--- src/rtl/fetch_redirect_ctrl_pkg.sv ---
// Shared types and helpers for the fetch redirect controller.
package fetch_redirect_ctrl_pkg;

  typedef enum logic [1:0] {FR_BOOT, FR_FETCH, FR_DRAIN} fetch_state_t;

  localparam logic [31:0] MISPREDICT_MAX = 32'hFFFF_FFFF;

  // Saturating increment used by the mispredict counter.
  function automatic logic [31:0] sat_inc(input logic [31:0] value);
    if (value == MISPREDICT_MAX) begin
      return value;
    end else begin
      return value + 32'd1;
    end
  endfunction

endpackage

--- src/rtl/fetch_redirect_ctrl.sv ---
// Front-end PC owner: runs the instruction fetch handshake, follows the
// predictor, redirects on EX-stage mispredictions and sequences the
// IF/ID and ID/EX load/clear strobes.
module fetch_redirect_ctrl #(
  parameter logic [31:0] RESET_PC = 32'h0000_0060
) (
  input  logic        clk,
  input  logic        rst,
  input  logic [31:0] pred_addr,
  input  logic        br_hazard,
  input  logic [31:0] recv_addr,
  input  logic        backend_stall,
  input  logic        imem_resp,
  output logic [31:0] pc,
  output logic        imem_read,
  output logic [31:0] imem_addr,
  output logic        load_ifid,
  output logic        load_idex,
  output logic        ifid_rst,
  output logic        idex_rst,
  output logic        ifid_valid,
  output logic [31:0] mispredict_count
);

  import fetch_redirect_ctrl_pkg::*;

  fetch_state_t state_r;
  fetch_state_t state_next_s;
  logic [31:0]  pc_r;
  logic [31:0]  pc_next_s;
  logic [31:0]  redirect_r;
  logic [31:0]  redirect_next_s;
  logic         ifid_valid_r;
  logic         ifid_valid_next_s;
  logic [31:0]  count_r;

  logic         advance_s;
  logic         flush_s;
  logic         read_active_s;
  logic         accept_s;

  // A hazard held during a stall only becomes a flush once the stall lifts.
  assign advance_s     = ~backend_stall;
  assign flush_s       = br_hazard & advance_s;
  assign read_active_s = (state_r != FR_BOOT);
  assign accept_s      = read_active_s & imem_resp & (advance_s | ~ifid_valid_r);

  assign pc               = pc_r;
  assign ifid_valid       = ifid_valid_r;
  assign mispredict_count = count_r;
  assign load_idex        = advance_s;
  assign imem_read        = read_active_s;
  // The address follows pc; pc is frozen while a stale miss drains, so the
  // memory sees a stable address until its response arrives.
  assign imem_addr        = pc_r;

  // Next-state, next-PC and strobe decode.
  always_comb begin
    state_next_s    = state_r;
    pc_next_s       = pc_r;
    redirect_next_s = redirect_r;
    load_ifid       = 1'b0;
    ifid_rst        = flush_s;
    idex_rst        = flush_s | (advance_s & ~ifid_valid_r);

    case (state_r)
      FR_BOOT: begin
        ifid_rst     = 1'b1;
        idex_rst     = 1'b1;
        state_next_s = FR_FETCH;
      end
      FR_FETCH: begin
        if (flush_s) begin
          if (imem_resp) begin
            // Response in hand: drop it and go straight to the new target.
            pc_next_s = recv_addr;
          end else begin
            // Miss outstanding: remember the target, wait out the response.
            redirect_next_s = recv_addr;
            state_next_s    = FR_DRAIN;
          end
        end else if (accept_s) begin
          load_ifid = 1'b1;
          pc_next_s = pred_addr;
        end else begin
          pc_next_s = pc_r;
        end
      end
      FR_DRAIN: begin
        // The newest redirect always wins, including one arriving now.
        if (flush_s) begin
          redirect_next_s = recv_addr;
        end else begin
          redirect_next_s = redirect_r;
        end
        if (imem_resp) begin
          pc_next_s    = flush_s ? recv_addr : redirect_r;
          state_next_s = FR_FETCH;
        end else begin
          pc_next_s = pc_r;
        end
      end
      default: begin
        state_next_s = FR_BOOT;
      end
    endcase

    if (flush_s) begin
      ifid_valid_next_s = 1'b0;
    end else if (load_ifid) begin
      ifid_valid_next_s = 1'b1;
    end else if (advance_s) begin
      ifid_valid_next_s = 1'b0;
    end else begin
      ifid_valid_next_s = ifid_valid_r;
    end
  end

  // State, PC, pending redirect and IF/ID occupancy registers.
  always_ff @(posedge clk or negedge rst) begin
    if (!rst) begin
      state_r      <= FR_BOOT;
      pc_r         <= RESET_PC;
      redirect_r   <= 32'h0000_0000;
      ifid_valid_r <= 1'b0;
    end else begin
      state_r      <= state_next_s;
      pc_r         <= pc_next_s;
      redirect_r   <= redirect_next_s;
      ifid_valid_r <= ifid_valid_next_s;
    end
  end

  // Saturating count of acted-on mispredictions.
  always_ff @(posedge clk or negedge rst) begin
    if (!rst) begin
      count_r <= 32'h0000_0000;
    end else if (flush_s) begin
      count_r <= sat_inc(count_r);
    end else begin
      count_r <= count_r;
    end
  end

endmodule
--- config.mk ---
export PLATFORM = sky130hd
export DESIGN_NAME = fetch_redirect_ctrl
export DESIGN_NICKNAME = d
export VERILOG_FILES = /design/src/rtl/fetch_redirect_ctrl_pkg.sv /design/src/rtl/fetch_redirect_ctrl.sv
export SDC_FILE = /design/constraint.sdc
export NUM_CORES = 1
export LEC_CHECK = 0
export CAP_MARGIN = 20
export CORE_MARGIN = 10
export CORE_UTILIZATION = 40
export CTS_BUF_LIST = sky130_fd_sc_hd__clkbuf_16
export DETAILED_ROUTE_END_ITERATION = 8
export HOLD_SLACK_MARGIN = 0.08
export PLACE_DENSITY = 0.86
export SYNTH_ARGS = -nofsm -noshare
export SYNTH_HDL_FRONTEND = slang
export SYNTH_SLANG_ARGS = --single-unit
export TNS_END_PERCENT = 5
--- constraint.sdc ---
create_clock -name clk -period 2 [get_ports clk]
set_input_delay 0.2 -clock clk [delete_from_list [all_inputs] [get_ports clk]]
set_output_delay 0.2 -clock clk [all_outputs]
set_load 0.01 [all_outputs]
* Word-level counts from Yosys, hierarchy flattened
Index checks and enable logic that the tools add are counted.
** Word-level totals
- Flip-flop bits (word level) :: 99
- Input port bits :: 69
- Output and inout bits :: 102
- Logic and storage cells :: 52
** Cells by class
- Add/sub/neg operators :: 1
- Eq/ne operators :: 9
- Multiplexer cells :: 21
- Bitwise gates (word level) :: 9
- Reduce and logical (&&, ||, !) cells :: 7
** Operator list (count)
- $mux 32 :: 7
- $pmux 32 s2 :: 2
- $add 32x1->32 const B :: 1
- $eq 32x32->1 const B :: 1
- $mux 1 :: 8
- $mux 2 :: 3
- $ne 2x2->1 const B :: 3
- $ne 3x3->1 const B :: 2
- $pmux 2 s3 :: 1
- $reduce_and 3->1 :: 2
- $and 1x1->1 :: 4
- $reduce_and 4->1 :: 1
- $reduce_bool 2->1 :: 2
- $ne 3x1->1 const B :: 1
- $not 1->1 :: 3
- $eq 2x1->1 const B :: 1
- $eq 2x2->1 const B :: 1
- $logic_not 2->1 :: 1
- $or 1x1->1 :: 2
- $reduce_and 2->1 :: 1

* Longest topological paths before layout
- Word-level depth :: 8
- Depth in mapped cells :: 7

* Worst setup path before layout
No wires, ideal clock.
- Path type :: register -> register
- Start :: register count_r[0], in the netlist mispredict_count[0]
- End :: register count_r[1], in the netlist mispredict_count[1]
- Setup time :: 0.125 ns
- Data arrival time :: 1.850 ns
- Required time :: 1.875 ns
- Path slack :: 0.025 ns
- Stages on the path, launching flop included :: 6
- Path buffers :: 0
- Path through :: dfrtp_1 > ha_1 > nand4_1 > nor4_4 > a31oi_1 > mux2_2
** On the way
- Longest elaborated chain between the ends :: 3
** RTL lines
- from (decl) :: line fetch_redirect_ctrl.sv:35 : logic [31:0] count_r;
- from (signal assigned) :: line fetch_redirect_ctrl.sv:139 : count_r <= sat_inc(count_r);
- from (signal assigned) :: line fetch_redirect_ctrl.sv:141 : count_r <= count_r;
- branches (longest 3 deep; another with $add 32x1->32)
Several ways; the timed one is not identified.
A chain may end at the register's enable or synchronous reset.

* Final worst setup path
- Start :: register state_r[1]
- End :: output ifid_rst
** On the way
- Longest elaborated chain between the ends :: 2
** RTL lines
- from (decl) :: line fetch_redirect_ctrl.sv:27 : fetch_state_t state_r;
- from (signal assigned) :: line fetch_redirect_ctrl.sv:127 : state_r <= state_next_s;
- $logic_not 2->1 :: line fetch_redirect_ctrl.sv:66 : case (state_r)
- $mux 1 :: line fetch_redirect_ctrl.sv:66
- to (decl) :: line fetch_redirect_ctrl.sv:19 : output logic ifid_rst,
No other way between the ends.

==> reports/metrics.cfg <==
[clock_network]
cts_tree=built
clk-insertion-delay-late_ns=0.35
clock-root-buffer=clkbuf_16
cts.sinks=99
clkTransAtPathRegs_ns=0.07
cts.path.max_buffers=2
htree_levels=3
cts_buffers=9

[synth]
synth_async_sr_flop_share=1.00
mappedNetlistNets=548
synthTopCellsByArea=dfrtp_1 (49%), mux2_2 (7.5%), mux2i_1 (6.7%)
syn_area_um2=4920
synth-seq-cells=99
synth_cell_type_count=42
yosys-top-cells-count=dfrtp_1 (97), nor2_1 (51), nand2_1 (49), a21oi_1 (34), o21ai_0 (34)
ys.flop_type=dfrtp_1
netlist.area_leader.share=0.493
syn_avg_cell_area_um2=10.3
synth_edf_count=0
yosysMostFrequentCell=dfrtp_1
yosys_warnings=0
ys_seq_area_frac=0.504
yosys.area.top_type=dfrtp_1
syn_inst=478

[final_layout]
syn2layout_area_growth_pct=45.1
layout-drive-gt1-share=0.153
n_antenna_cell=0
final_area_um2=7140
final_nets=711

[outcome]
outcome=finished clean

[timing]
timing.fmax_ghz=0.518
tns_ns=0
period_minus_slack_ns=1.93
period_share=0.965
worst_slew_pin_slew_ns=0.452
setup_viol=0
rsz0062_at_grt=yes
slew_viol_final=0
skew_ns=0.00781
slew_headroom=0.699
finalHoldViolations=0

[routing]
dr.pass1.iters=4
drtIter0Drc=247
route.vias.total=4122
via_per_inst=5.20
wirelength_mm=14.5
detail_route.wl_per_cell_um=18.3
ant_nets=0
drc=0

[power]
ir_drop_uv=435
p_per_area_nw_per_um2=903
total_power_mw=6.45
p_leak_nw=3.26

[setup_path]
path_cells=or2_2, nand2_1, clkdlybuf4s50_1
slowest_stage=clkdlybuf4s50_1
critPathCaptureType=output pin
worstPathBufferInverterCount=1
cp.arrival_ns=1.73
crit_family=buffers and inverters
worstSetupStartpointType=flop
critical_path.max_fanout=4
critical-path-max-stage-delay_ns=0.56
worstSetupPathType=reg2out
required_ns=1.80

[floorplan]
die_w_um=131
ios=171
initial_core_util=0.410
core-area_um2=12000
dieArea_um2=17100
die_h_um=131
rows=40

[grt]
grt_pass1_wl_mm=22.8
grtUsageTotal=0.167
grt_pass1_vias=4400
antenna_found_initial=0
grt_overflow=0
grt_max_degree=63

[placed_design]
placed_area_um2=6800
dpl.hpwl_mm=10.8
port_buffers=170
place_congestion=0.857

[min_path]
hold_path_class=in2async

[flow_run]
drv_cap=0

power breakdown:
| part | switching [mW] | internal, mW |
|---|---|---|
| Combinational | 0.771 | 1.12 |
| Sequential | 0.289 | 2.40 |
| Clock | 0.781 | 1.10 |
metal layers:
metal / part of all wire / GRT usage
met5: 0 / 0
met4: 0.020 / 0.0595
met3: 0.073 / 0.0443
met2: 0.53 / 0.303
met1: 0.38 / 0.184
final cells by class:
| class | instances | area (µm²) |
|---|---|---|
| repair buffers | 207 | 2040 |
| fillers | 981 | 4870 |
| clock buffers | 9 | 225 |
| clock inverters | 7 | 92.6 |
| flip-flops and latches | 99 | 2480 |
| well taps | 147 | 184 |
| inverters | 5 | 18.8 |
| multi-input cells | 319 | 2100 |
cells in the final DEF, fill, tap and decap left out, types with 2 or more instances in the layout:
master	n
a21oi_1	33
a31oi_1	2
and3_1	5
buf_12	5
buf_4	32
bufinv_16	2
clkbuf_16	9
clkdlybuf4s50_1	167
dfrtp_1	96
dfstp_2	2
dlygate4sd2_1	2
inv_1	5
mux2_2	33
mux2i_1	33
nand2_1	49
nand2b_1	4
nand3_1	7
nand3b_1	2
nand4_1	12
nand4b_1	2
nor2_1	51
nor4_1	3
o21ai_0	34
or2_2	2
xnor2_1	16
xor2_1	13
kinds of logic (layout without fill, tap and decap cells):
family,Yosys count,count (layout),synth area share
compound gates,75,75,0.0816
fa+ha+maj,1,1,0.00254
simple gates,148,148,0.145
mux,66,66,0.143
flops,99,99,0.504
buf+inv,60,228,0.0734
xor+xnor,29,29,0.0516
state kept, by name, indices dropped and copies added, names as in the netlist:
register / flops
ifid_valid: 1
mispredict_count: 32
imem_addr: 32
redirect_r: 32
state_r: 2
worst paths after layout:
check                                    start              endpoint  slack [ns]  cells after the start
max                                 state_r[1]              ifid_rst        0.07                      3
min                                        rst         imem_addr[17]        0.24                      2
max reg2reg                mispredict_count[3]  mispredict_count[21]        0.13                      5
min reg2reg                       imem_addr[5]          imem_addr[5]        0.49                      2
max in group asynchronous                  rst          imem_addr[6]        1.05                      3
min in group clk                  recv_addr[5]          imem_addr[5]        0.48                      3
what timing repair did:
action / in CTS / in global routing
buffers inserted: 0 / 1
pin swaps: 0 / 3
hold buffers: 1 / 0
gates resized for setup: 3 / 1
gates cloned: 0 / 0
hold endpoints to repair: 77 / 0
setup endpoints to repair: 2 / 13
stage by stage:
step           hold slack (ns)  setup WS (ns)  utilization  std cells
5_1_grt                  0.249       -0.00141        0.595        793
3_5_place_dp            0.0560         -0.198        0.566        775
6_report                 0.240         0.0703        0.595        793
2_1_floorplan          -0.0956         0.0254            -        478
3_3_place_gp            0.0571         -0.144        0.566        775
4_1_cts                  0.233        0.00360        0.594        792
No activity file was read; power rests on OpenSTA's default activity.
